==> config.mk <==
export PLATFORM = sky130hd
export DESIGN_NAME = light_dance_ctrl
export DESIGN_NICKNAME = d
export VERILOG_FILES = /design/src/rtl/light_dance_ctrl.sv
export SDC_FILE = /design/constraint.sdc
export NUM_CORES = 1
export LEC_CHECK = 0
export CORE_MARGIN = 2
export CORE_UTILIZATION = 32
export DETAILED_ROUTE_END_ITERATION = 16
export GPL_TIMING_DRIVEN = 1
export PLACE_DENSITY = 0.63
export SLEW_MARGIN = 20
export SYNTH_ARGS = -nofsm -noshare
export SYNTH_HDL_FRONTEND = slang
export SYNTH_SLANG_ARGS = --single-unit
==> constraint.sdc <==
create_clock -name clk -period 3.3 [get_ports clk]
set_input_delay 0.495 -clock clk [delete_from_list [all_inputs] [get_ports clk]]
set_output_delay 0.495 -clock clk [all_outputs]
set_load 0.05 [all_outputs]
==> src/rtl/light_dance_ctrl.sv <==
// Light-dance register controller.
// On a start request it loads one of four seed patterns into an external
// shift register. It then issues a programmable number of shift steps at a
// programmable rate, and finally pulses done. Every output is a flop, so
// the next-cycle values are computed as <sig>_d and captured into <sig>_q.
module light_dance_ctrl #(
    parameter logic [7:0] SEED0 = 8'h81,
    parameter logic [7:0] SEED1 = 8'hAA,
    parameter logic [7:0] SEED2 = 8'h0F,
    parameter logic [7:0] SEED3 = 8'h01
) (
    input  logic       clk,
    input  logic       arst,
    input  logic       start,
    input  logic       stop,
    input  logic [1:0] pat_sel,
    input  logic [7:0] steps,
    input  logic [7:0] speed,
    input  logic       din_mode,
    output logic       load,
    output logic [7:0] pdata,
    output logic       shift_en,
    output logic       din,
    output logic       busy,
    output logic       done,
    output logic [7:0] step_cnt
);

    typedef enum logic [1:0] {
        S_IDLE = 2'd0,
        S_LOAD = 2'd1,
        S_RUN  = 2'd2,
        S_DONE = 2'd3
    } state_t;

    state_t     state_q, state_d;
    logic [1:0] pat_sel_q, pat_sel_d;
    logic [7:0] steps_q, steps_d;
    logic [7:0] speed_q, speed_d;
    logic       din_mode_q, din_mode_d;
    logic [7:0] presc_q, presc_d;
    logic [7:0] step_cnt_q, step_cnt_d;
    logic       load_q, load_d;
    logic [7:0] pdata_q, pdata_d;
    logic       shift_en_q, shift_en_d;
    logic       din_q, din_d;
    logic       busy_q, busy_d;
    logic       done_q, done_d;
    logic       step_s;

    // Seed pattern for a given selector.
    function automatic logic [7:0] seed_of(input logic [1:0] sel);
        logic [7:0] r;
        case (sel)
            2'd0:    r = SEED0;
            2'd1:    r = SEED1;
            2'd2:    r = SEED2;
            2'd3:    r = SEED3;
            default: r = 8'h00;
        endcase
        return r;
    endfunction

    // Next-state and next-output computation for the coming cycle.
    always_comb begin
        state_d    = state_q;
        pat_sel_d  = pat_sel_q;
        steps_d    = steps_q;
        speed_d    = speed_q;
        din_mode_d = din_mode_q;
        presc_d    = presc_q;
        step_cnt_d = step_cnt_q;
        load_d     = 1'b0;
        pdata_d    = 8'h00;
        shift_en_d = 1'b0;
        din_d      = 1'b0;
        busy_d     = 1'b0;
        done_d     = 1'b0;
        step_s     = 1'b0;

        case (state_q)
            S_IDLE: begin
                if (start && !stop) begin
                    pat_sel_d  = pat_sel;
                    steps_d    = steps;
                    speed_d    = speed;
                    din_mode_d = din_mode;
                    presc_d    = 8'd0;
                    step_cnt_d = 8'd0;
                    load_d     = 1'b1;
                    pdata_d    = seed_of(pat_sel);
                    busy_d     = 1'b1;
                    state_d    = S_LOAD;
                end else begin
                    state_d = S_IDLE;
                end
            end
            S_LOAD: begin
                if (stop) begin
                    state_d = S_IDLE;
                end else if (steps_q == 8'd0) begin
                    done_d  = 1'b1;
                    state_d = S_DONE;
                end else begin
                    // The first RUN cycle is prescaler phase 0.
                    presc_d = 8'd0;
                    busy_d  = 1'b1;
                    step_s  = (speed_q == 8'd0);
                    state_d = S_RUN;
                end
            end
            S_RUN: begin
                if (stop) begin
                    // Stop wins over a step that would land in the next cycle.
                    state_d = S_IDLE;
                end else if (shift_en_q && (step_cnt_q == steps_q)) begin
                    // The final step was issued in this cycle.
                    done_d  = 1'b1;
                    state_d = S_DONE;
                end else begin
                    presc_d = (presc_q == speed_q) ? 8'd0 : (presc_q + 8'd1);
                    busy_d  = 1'b1;
                    step_s  = ((presc_q == speed_q) ? 8'd0 : (presc_q + 8'd1)) == speed_q;
                    state_d = S_RUN;
                end
            end
            S_DONE: begin
                state_d = S_IDLE;
            end
            default: begin
                state_d = S_IDLE;
            end
        endcase

        // A step issues shift_en with the pre-increment count parity on din.
        if (step_s) begin
            shift_en_d = 1'b1;
            din_d      = din_mode_q & step_cnt_q[0];
            step_cnt_d = step_cnt_q + 8'd1;
        end else begin
            shift_en_d = 1'b0;
        end
    end

    // State, captured run parameters and registered outputs.
    always_ff @(posedge clk or negedge arst) begin
        if (!arst) begin
            state_q    <= S_IDLE;
            pat_sel_q  <= 2'd0;
            steps_q    <= 8'd0;
            speed_q    <= 8'd0;
            din_mode_q <= 1'b0;
            presc_q    <= 8'd0;
            step_cnt_q <= 8'd0;
            load_q     <= 1'b0;
            pdata_q    <= 8'h00;
            shift_en_q <= 1'b0;
            din_q      <= 1'b0;
            busy_q     <= 1'b0;
            done_q     <= 1'b0;
        end else begin
            state_q    <= state_d;
            pat_sel_q  <= pat_sel_d;
            steps_q    <= steps_d;
            speed_q    <= speed_d;
            din_mode_q <= din_mode_d;
            presc_q    <= presc_d;
            step_cnt_q <= step_cnt_d;
            load_q     <= load_d;
            pdata_q    <= pdata_d;
            shift_en_q <= shift_en_d;
            din_q      <= din_d;
            busy_q     <= busy_d;
            done_q     <= done_d;
        end
    end

    assign load     = load_q;
    assign pdata    = pdata_q;
    assign shift_en = shift_en_q;
    assign din      = din_q;
    assign busy     = busy_q;
    assign done     = done_q;
    assign step_cnt = step_cnt_q;

endmodule

---- Word level (Yosys, flattened, before mapping) ----
Cells that the tools add are included.
storage, ports and cells
  flip-flop bits (word level) ............. 48
  bits in latches ......................... 0
  RAM bits ................................ 0
  ROM bits ................................ 0
  bits of input ports ..................... 23
  output and inout bits ................... 21
  word-level logic and storage cells ...... 79
  memories kept ........................... 0
operators by class
  $add $sub $neg .......................... 2
  multiply operators ...................... 0
  divide/modulo/power cells ............... 0
  order comparisons ....................... 0
  equal/unequal tests ..................... 14
  shifts and indexed selects .............. 0
  mux-type cells .......................... 37
  bitwise logic cells ..................... 1
  reductions and logical operators ........ 13
operators by type and width
  cell                                                                   count
  8-bit two-way mux                                                      10
  8-bit case mux with 4 select lines                                     1
  8-bit equality test                                                    3
  8-bit case mux with 3 select lines                                     1
  1-bit two-way mux                                                      19
  8-bit by 1-bit adder with 8-bit output, second input constant          2
  8-bit zero test                                                        2
  2-bit inequality test, second input constant                           5
  2-bit equality test, second input constant                             4
  2-bit case mux with 4 select lines                                     1
  6-bit AND reduction                                                    1
  2-bit by 1-bit equality test with 1-bit output, second input constant  2
  2-bit zero test                                                        2
  2-bit two-way mux                                                      2
  1-bit case mux with 2 select lines                                     2
  2-bit AND reduction                                                    2
  2-bit nonzero test                                                     2
  1-bit case mux with 3 select lines                                     1
  3-bit nonzero test                                                     1
  1-bit logical AND                                                      2
  1-bit bitwise AND                                                      1
  1-bit zero test                                                        1

---- Logic depth before layout (Yosys ltp) ----
Gate-level depths: netlist of run 1.
  word-level depth ........................ 8
  depth in mapped cells ................... 11
  gate-level depth less buffers ........... 9

---- Least setup slack after synthesis of run 1 ----
Ideal clock, no wire load.
  path kind ............................... reg-to-reg
  start point ............................. register presc_q[0]
  end point ............................... register step_cnt_q[2], in the netlist step_cnt[2]
  setup time .............................. 0.082 ns
  arrival ................................. 2.344 ns
  data required time ...................... 3.218 ns
  setup slack ............................. 0.874 ns
  cell stages (with the launch flop) ...... 11
  path buffers ............................ 1
  period minus slack after synthesis ...... 2.426 ns
  path through ............................ dfrtp_1 ha_1 buf_2 or3_1 o21ai_0 nand3_1 a21boi_1 a211oi_2 a211oi_4 mux2_2 mux2i_1
on the way
  cells in the longest elaborated chain, start to end .. 8
  elaborated cells between the ends (all ways) .. 11
  classes of those cells .................. 1 x add/sub; 2 x eq/ne; 5 x mux; 3 x reduce/logical
RTL lines
  what                                                                                  RTL line  text
  start: declaration                                                                    41        logic [7:0] presc_q, presc_d;
  start signal: assignment                                                              167       presc_q <= presc_d;
  8-bit by 1-bit adder with 8-bit output / 8-bit equality test (equally long branches)  123       step_s = ((presc_q == speed_q) ? 8'd0 : (presc_q + 8'd1)) == speed_q;
  8-bit two-way mux *                                                                   123
  8-bit equality test *                                                                 123
  1-bit two-way mux *                                                                   116       end else if (shift_en_q && (step_cnt_q == steps_q)) begin
  1-bit two-way mux *                                                                   113       if (stop) begin
  1-bit case mux with 2 select lines *                                                  81        case (state_q)
  2-bit nonzero test (no source line)                                                   -
  2-bit AND reduction (no source line)                                                  -
  end signal: assignment                                                                168       step_cnt_q <= step_cnt_d;
  end: declaration                                                                      42        logic [7:0] step_cnt_q, step_cnt_d;
Every way passes the cells marked *; elsewhere a longest branch is shown, timed or not.
A chain may end at the register's enable or synchronous reset.

---- Worst setup path in the final report of run 1 ----
  start point ............................. register presc_q[0]
  end point ............................... register step_cnt_q[5], in the netlist step_cnt[5]
Same word-level chain as after synthesis.

==> impl_results.md, run 1 <==
* Status: finished clean
* Inserted Diodes at 0
* Rel. slew slack at 58.04%
* First-pass GRT wire length at 9825 µm
* Final #Nets at 356
* TritonCTS clock tree: yes
* WL per Instance at 13.76 µm
* Drt drc at 0
* Die W at about 94 µm
* Initial antenna violation count at 0
* Crit path max fanout at 10
* CTS max path bufs at 2
* CP arrival at 3.00 ns
* CP endpoint kind: flop
* Sequential cell area at 1126 µm²
* Logic pwr share at 19.3%
* Post-synth EDFFs at 0
* Power Dens Cells at 387.0 nW/µm²
* #FFs+latches synth at between 40 and 50
* Total gr overflow at 0
* Worst Path Required at 3.52 ns
* Ys flop type: dfrtp_1
* WS Path Type: flop to flop
* Clk_skew at 0.009825 ns
* Post-synth top area share at a little over two fifths
* CTS root buf: clkbuf_8
* Num ports at 44
* Power Internal at about 0.86 mW
* Layout fillers at 773
* Number of global-route vias before repair at 2036
* Vias per cell at 4.833
* Syn. warnings at 0
* Drt initial violations at 76
* Number of port buffers at between 40 and 50
* CTS Buf Count at 5
* Finish-stage setup viols at 0
* Leak pwr at 1.421 nW
* Maximum vdd drop at between 0.2 and 0.25 mV
* Unrepaired setup endpoints after global routing: false
* P&R area growth vs syn at 21.44%
* Initial Util at 33.27%
* Commonest cells in the netlist: nand2_1 (70), dfrtp_1 (45), xnor2_1 (18), o21ai_0 (17), nor2_1 (16)
* Total routed wirelength at 5850 µm
* Post_cts resized at 0
* Vias post-DR at 2054
* Final hold viol count at 0
* Hold buffers post-CTS at 0
* Worst hold slack at a little over 0.2 ns
* Final ANT Viol Nets at 0
* Critical Path Start Type: flop
* Largest net degree at the start of global routing at 46
* Share of power burned in registers at 51.9%
* Sequential area share after synthesis at 43.35%
* GR Util All Layers at 14.05%
* Cell taking the most area after synthesis: dfrtp_1
* Least-Margin Pin Slew at slightly above 0.6 ns
* Die area at 8854 µm²
* HP Class: primary input to async pin
* Clock slew at reported path FFs at about 0.090 ns
* Async SR Flop Fraction at between 90% and 100%
* Reg2Reg Launch Point: presc_q[0]
* Post-synth cell types at 50
* NetSw at 0.3585 mW
* Layout cell share with drive strength beyond 1 at 5.882%
* Cell Area, Synth at around 2600 µm²
* Clock Power Share at 28.8%
* Die height at 94.10 µm
* Clock period minus worst slack at 2.787 ns
* Clock sink count at 45
* H-tree Lvls at 2
* Mean post-synth cell area at 9.082 µm²
* Final GP Congestion at 0.7685
* TNS Setup at 0 ns
* Worst skew pair latency at 0.29 ns
* CP Launch Point: presc_q[0]
* # rows at 32
* Final Max Slew Viols at 0
* Max cap viols at 0
* DP HPWL at between 4000 and 5000 µm
* Core area at 7807 µm²
* Post-synthesis cell count at between 200 and 300
* Final period util at a little over four fifths
* Synth top area cells: dfrtp_1 (43%), nand2_1 (10%), xnor2_1 (6.1%)
* Top-count cell post-synth: nand2_1
* DR pass1 iterations at 4
* F_max at ~360 MHz
* Switching fraction of total power at 29.37%
* Multi-input gate area at 1343 µm²
* Postcts setup bufs at 0
-- logic make-up after synthesis --
group | after synthesis | share of synthesized area, %
AND/OR/NAND/NOR | 131 | 23.80
buffers and inverters | 26 | 5.106
AO/OA/AOI/OAI | 39 | 10.45
multiplexers | 6 | 2.601
adder cells (fa/ha/maj) | 10 | 4.817
XOR/XNOR | 28 | 9.731
other | 1 | 0.1444
flip-flops | 45 | 43.35
-- path summary, 6_finish.rpt --
check / cells after the start / endpoint / slack (ns)
worst min-delay path: 1 / speed_q[1] / 0.21
min in group clk: 2 / din_mode_q / 0.47
max in group asynchronous: 1 / pdata[0] / 2.70
worst max register to register: 9 / step_cnt[5] / 0.51
worst max-delay path: 9 / step_cnt[5] / 0.51
worst min register to register: 2 / din_mode_q / 0.47
-- power by group through the flow --
| stage | clock network (mW) | logic (mW) | registers, mW |
|---|---|---|---|
| after floorplan | 0 | 0.152 | 0.647 |
| after global placement | 0 | 0.233 | 0.643 |
| after detailed placement | 0 | 0.237 | 0.645 |
| after CTS | 0.363 | 0.239 | 0.633 |
| after global routing | 0.386 | 0.261 | 0.641 |
| final | 0.352 | 0.236 | 0.633 |
-- routing by layer --
layer	up-vias	global-route usage [%]	routed length [µm]	part of all wire (%)
met5	-	0	0	0
met2	44	22.26	2693	46
met1	981	18.81	2790	48
met3	6	3.852	280	4.8
met4	0	3.986	86	1.5
li1	1023	-	-	-
-- cell type report --
class | instances | share of cell area, %
Multi-Input combinational cell | 216 | 42.56
Sequential cell | 45 | 35.70
Timing Repair Buffer | 44 | 13.65
Tap cell | 102 | 4.046
Clock buffer | 7 | 2.737
Inverter | 11 | 1.309
-- sequential cells by signal, indices dropped and copies added, names as in the netlist --
register    cells
pdata           5
shift_en        1
presc_q         8
speed_q         8
din             1
state_q         2
steps_q         8
din_mode_q      1
done            1
load            1
busy            1
step_cnt        8
-- stage by stage --
stage | power (mW) | util (%) | instances | setup WS [ns] | area [µm²]
finish | 1.221 | 40.40 | 425 | 0.5130 | 3154
CTS | 1.235 | 40.37 | 425 | 0.5086 | 3152
floorplan | 0.7991 | - | 287 | 0.8735 | 2601
global placement | 0.8758 | 39.26 | 418 | 0.5826 | 3065
detailed placement | 0.8815 | 39.26 | 418 | 0.5461 | 3065
global route | 1.288 | 40.40 | 425 | 0.2682 | 3154
-- worst max-delay path: stages, from the launching register on --
cell      delay, ns
dfrtp_1        0.44
ha_1           0.38
and2_1         0.23
nand4_1        0.17
xor2_1         0.20
nor4_1         0.30
a211oi_2       0.10
a211oi_4       0.38
mux2_2         0.38
o21ai_1        0.13
-- cells in the final DEF, fill, tap and decap left out, types with 2 or more instances in the layout --
| master | netlist | layout |
|---|---|---|
| nand2_1 | 70 | 70 |
| dfrtp_1 | 45 | 45 |
| clkdlybuf4s50_1 | 0 | 40 |
| xnor2_1 | 18 | 18 |
| o21ai_0 | 17 | 17 |
| nor2_1 | 16 | 16 |
| inv_1 | 10 | 10 |
| ha_1 | 10 | 10 |
| xor2_1 | 9 | 9 |
| and3_1 | 8 | 8 |
| nand3_1 | 6 | 6 |
| and2_1 | 6 | 6 |
| clkbuf_8 | 0 | 6 |
| nand4_1 | 4 | 4 |
| a21oi_1 | 4 | 4 |
| buf_4 | 4 | 4 |
| o21ai_1 | 3 | 3 |
| or3_1 | 3 | 3 |
| nor3_1 | 3 | 3 |
| nand2b_1 | 3 | 3 |
| mux2i_1 | 3 | 3 |
| a32o_1 | 3 | 3 |
| or4_1 | 2 | 2 |
| o2bb2ai_1 | 2 | 2 |
| a211oi_2 | 2 | 2 |
| mux2_2 | 2 | 2 |
| conb_1 | 1 | 2 |
Power figures use the tool's default switching activity.
==> run 2: changes to the inputs <==
Clock period 3.3 ns to 2.7 ns, I/O delays scaled along.
==> impl_results.md, run 2 (synthesized netlist as in run 1, its figures left out) <==
* CP endpoint kind: flop
* Largest net degree at the start of global routing at 46
* Power Dens Cells at roughly 500 nW/µm²
* Clock period minus worst slack at 2.516 ns
* Clk_skew at 0.007721 ns
* Status: finished clean
* Placed Area at around 3100 µm²
* Crit path capture: step_cnt[2]
* Final hold viol count at 0
* Clock slew at reported path FFs at 0.09 ns
* Final #Nets at 361
* Initial antenna violation count at 0
* First-pass GRT wire length at approximately 10000 µm
* H-tree Lvls at 2
* Final period util at 93.17%
* Critical Path Start Type: flop
* Pwr Total at 1.600 mW
* WS Path Type: flop to flop
* Inserted Diodes at 0
* HP Class: primary input to async pin
* Max cap viols at 0
* Worst R2R Path Depth at 9
* DR pass1 iterations at 4
* Core area at 7807 µm²
* CTS max path bufs at 2
* # rows at 32
* CP Launch Point: presc_q[1]
* DP HPWL at 4169 µm
* Total routed wirelength at 5774 µm
* Vias per cell at 4.682
* Finish-stage setup viols at 0
* R2R Setup Slk at 0.18 ns
* Initial Util at 33.27%
* Crit path max fanout at 10
* Commonest cells after routing, fill and taps aside: nand2_1 (70), dfrtp_1 (43), clkdlybuf4s50_1 (40)
* Die height at 94.10 µm
* Clock sink count at 45
* Worst Path Required at 2.93 ns
* TritonCTS clock tree: yes
* Drt drc at 0
* Die W at around 94 µm
* CTS Buf Count at 5
* GR Util All Layers at 14.30%
* Drt initial violations at 84
* Slowest cell delay on critical path at ~0.47 ns
* P&R area growth vs syn at 24.71%
* Final Max Slew Viols at 0
* Reg2Reg Launch Point: presc_q[1]
* Final GP Congestion at 0.8763
* Capture point of the worst reg-to-reg path: step_cnt[2]
* Worst skew pair latency at 0.30 ns
* Final ANT Viol Nets at 0
* Num ports at 44
* CP arrival at 2.75 ns
* Postcts setup bufs at 0
* Total gr overflow at 0
* WL per Instance at 13.40 µm
* Least-Margin Pin Slew at 0.6917 ns
* Die area at roughly 8900 µm²
* Number of port buffers at 41
* Rel. slew slack at 53.30%
* Vias post-DR at 2018
* Layout cell share with drive strength beyond 1 at 8.815%
* Critical path cell sequence: ha_4 > and2_1 > nand4_1 > xor2_1 > nor4_1 > a211oi_2 > a211oi_4 > mux2_2 > mux2i_1
* Most common cell after layout, fill and taps aside: nand2_1
* Number of global-route vias before repair at 2079
* Maximum vdd drop at between 0.2 and 0.3 mV
* F_max at 397.5 MHz
* Finished Cell Area at 3239 µm²
* Slowest CP cell: dfrtp_1
* CTS root buf: clkbuf_8
* Leak pwr at around 1.5 nW
[run 2: changes by cell type in the layout (fill, tap and decap cells not counted)]
cell       change
dfrtp_1        -2
buf_4          +5
ha_4           +1
bufinv_16      +1
ha_1           -1
or2_4          +1
or2_1          -1
dfrtp_2        +2
[run 2: layout make-up]
| class | count | area, µm² |
|---|---|---|
| fill | 778 | 4568 |
| tap | 102 | 127.6 |
| timing repair buffer | 49 | 467.9 |
| multi-input combinational | 216 | 1358 |
| clock inverter | 1 | 30.03 |
| clock buffer | 7 | 86.33 |
| sequential | 45 | 1129 |
| inverter | 11 | 41.29 |
[run 2: what timing repair did]
action	CTS	global route
gates resized for setup	0	5
hold buffers	0	0
endpoints found under the hold margin	0	0
setup endpoints to repair	0	7
[run 2: how the worst min path moves through the flow]
stage / start / end / slack, ns / depth (start not counted)
floorplan: arst / busy / 0.11 / 0
global placement: din_mode_q / din_mode_q / 0.46 / 2
detailed placement: din_mode_q / din_mode_q / 0.46 / 2
CTS: arst / presc_q[4] / 0.32 / 1
global route: arst / presc_q[2] / 0.15 / 1
finish: arst / presc_q[4] / 0.1 / 1
[run 2: per-layer routing]
metal	vias up	wire length [µm]	GRT usage, %
met5	-	0	0
met2	47	2664	21.73
met3	9	356	4.334
li1	1035	-	-
met4	0	85	4.348
met1	927	2667	19.53
[run 2: stage by stage]
step,worst slack [ns],TNS [ns],hold slack (ns),std cells,util [%]
2_1_floorplan,0.2736,0,0.1094,287,-
3_3_place_gp,0.1247,0,0.4589,423,39.74
3_5_place_dp,0.05514,0,0.4591,423,39.74
4_1_cts,0.05007,0,0.3177,431,41.23
5_1_grt,-0.003225,-0.003225,0.1464,431,41.49
6_report,0.1844,0,0.09756,431,41.49
[run 2: critical path: cells and delay by family (launching register included)]
family                     cells  cell delay, ns
AOI/OAI and AO/OA              2            0.40
xor gates and xnor gates       1            0.19
adders and majority gates      1            0.22
DFF                            1            0.47
muxes                          2            0.49
and+or+nand+nor                3            0.68
[run 2: power breakdown]
| group | internal, mW | total (mW) | switching [mW] |
|---|---|---|---|
| Sequential | 0.723 | 0.768 | 0.0455 |
| Clock | 0.302 | 0.537 | 0.235 |
| Combinational | 0.131 | 0.295 | 0.163 |
==> run 3: changes to the inputs <==
Settings changed: PLACE_DENSITY 0.63 to default.
==> impl_results.md, run 3 (synthesized netlist as in run 1, its figures left out) <==
* Status: finished clean
* Switching fraction of total power at 30.44%
* Clock sink count at 45
* Initial Util at 33.27%
* CTS Buf Count at 5
* Leak pwr at 1.457 nW
* CP arrival at 2.74 ns
* GR Util All Layers at 14.30%
* Power Dens Cells at 475.9 nW/µm²
* Logic pwr share at 19.0%
* Placed Area at between 3000 and 4000 µm²
* TNS Setup at 0 ns
* TritonCTS clock tree: yes
* WS Path Type: flop to flop
* NetSw at approximately 0.47 mW
* Final #Nets at 361
* F_max at 393.2 MHz
* Total routed wirelength at 5730 µm
* Top Family by Delay on Critical Path: compound AO/OA/AOI/OAI gates
* CTS root buf: clkbuf_8
* Die W at between 90 and 100 µm
* Hold buffers post-CTS at 0
* Num ports at 44
* Most common cell after layout, fill and taps aside: nand2_1
* P&R area growth vs syn at 24.23%
* DR pass1 iterations at 4
* Final ANT Viol Nets at 0
* Slowest cell delay on critical path at 0.44 ns
* Rel. slew slack at 61.53%
* Power Internal at 1.068 mW
* Die height at about 94 µm
* Share of power burned in registers at ~50%
* Critical path cell sequence: ha_1 > and2_1 > nand4_1 > xnor2_1 > o21ai_0 > a211oi_2 > a211oi_4 > buf_4 > and2_1 > mux2_4
* Critical Path Start Type: flop
* Max cap viols at 0
* Drt initial violations at just under 80
* WL per Instance at roughly 13 µm
* DP HPWL at 4131 µm
* Final hold viol count at 0
* Final GP Congestion at 0.8521
* Number of global-route vias before repair at roughly 2100
* Clock period minus worst slack at approximately 2.5 ns
* Crit path max fanout at 7
* Commonest cells after routing, fill and taps aside: nand2_1 (70), dfrtp_1 (42), clkdlybuf4s50_1 (40)
* Inserted Diodes at 0
* Slowest CP cell: dfrtp_1
* Clk_skew at 0.01033 ns
* Final Max Slew Viols at 0
* Final std cells w/o fill at about 430
* Placed Cells incl. Taps at 422
* Clock Power Share at 30.7%
* Drt drc at 0
* H-tree Lvls at 2
* Setup WS post-layout at 0.1570 ns
* Worst path most repeated cell: and2_1
* Vias post-DR at 2031
* Clock slew at reported path FFs at approximately 0.1 ns
* Final period util at 94.18%
* Setup slack after placement at 0.07167 ns
* Total gr overflow at 0
* First-pass GRT wire length at 9922 µm
* Worst skew pair latency at 0.31 ns
* Worst path bufs/invs at 1
* CTS max path bufs at 2
* Pwr Total at 1.536 mW
* # rows at 32
* Layout fillers at 782
* CP endpoint kind: flop
* Unrepaired setup endpoints after global routing: false
* Die area at 8854 µm²
* Vias per cell at 4.712
* HP Class: primary input to async pin
* Maximum vdd drop at 0.2045 mV
* Finished Cell Area at between 3000 and 4000 µm²
* Core area at 7807 µm²
* Layout cell share with drive strength beyond 1 at ~9.7%
* Initial antenna violation count at 0
* Worst Path Required at 2.89 ns
* Largest net degree at the start of global routing at between 40 and 50
* Number of port buffers at 41
* Finish-stage setup viols at 0
* Least-Margin Pin Slew at 0.5771 ns
==> run 3: routing by layer <==
layer | track usage (%) | vias to the layer above | share of wire [%]
li1 | - | 1033 | -
met1 | 19.35 | 941 | 49
met2 | 21.85 | 48 | 44
met3 | 4.334 | 9 | 6.1
met4 | 4.589 | 0 | 1.5
met5 | 0 | - | 0
==> run 3: final timing paths <==
check / slack (ns) / cells past startpoint / end / start
setup / recovery: 0.16 / 10 / step_cnt[4] / presc_q[0]
max in group asynchronous: 2.20 / 1 / presc_q[3] / arst
hold / removal: 0.09 / 1 / step_cnt[5] / arst
setup reg to reg: 0.16 / 10 / step_cnt[4] / presc_q[0]
hold reg to reg: 0.47 / 2 / din_mode_q / din_mode_q
min in group clk: 0.47 / 2 / din_mode_q / din_mode_q
==> run 3: cell type report <==
cell class | count | area (µm²) | area share, %
flip-flops and latches | 45 | 1130 | 35.01
repair buffers | 49 | 467.9 | 14.50
well taps | 102 | 127.6 | 3.955
inverters | 11 | 41.29 | 1.280
clock inverters | 2 | 17.52 | 0.5428
clock buffers | 6 | 82.58 | 2.559
multi-input cells | 216 | 1360 | 42.15
==> run 3: what timing repair did <==
| item | CTS | global route |
|---|---|---|
| gates resized for setup | 0 | 6 |
| setup buffers | 0 | 1 |
| endpoints found under the setup margin | 0 | 4 |
==> run 3: stage by stage <==
step / util [%] / hold slack [ns]
finish: 41.33 / 0.09170
global route: 41.33 / 0.1284
CTS: 40.93 / 0.3085
detailed placement: 39.65 / 0.4581
global placement: 39.65 / 0.4530
floorplan: - / 0.1094
==> run 3: power by group through the flow <==
stage                     combinational [mW]  clock [mW]  sequential, mW
after detailed placement               0.290           0           0.785
after CTS                              0.292       0.489           0.772
after global routing                   0.328       0.513           0.782
after global placement                 0.288           0           0.785
final                                  0.291       0.471           0.773
after floorplan                        0.186           0           0.791
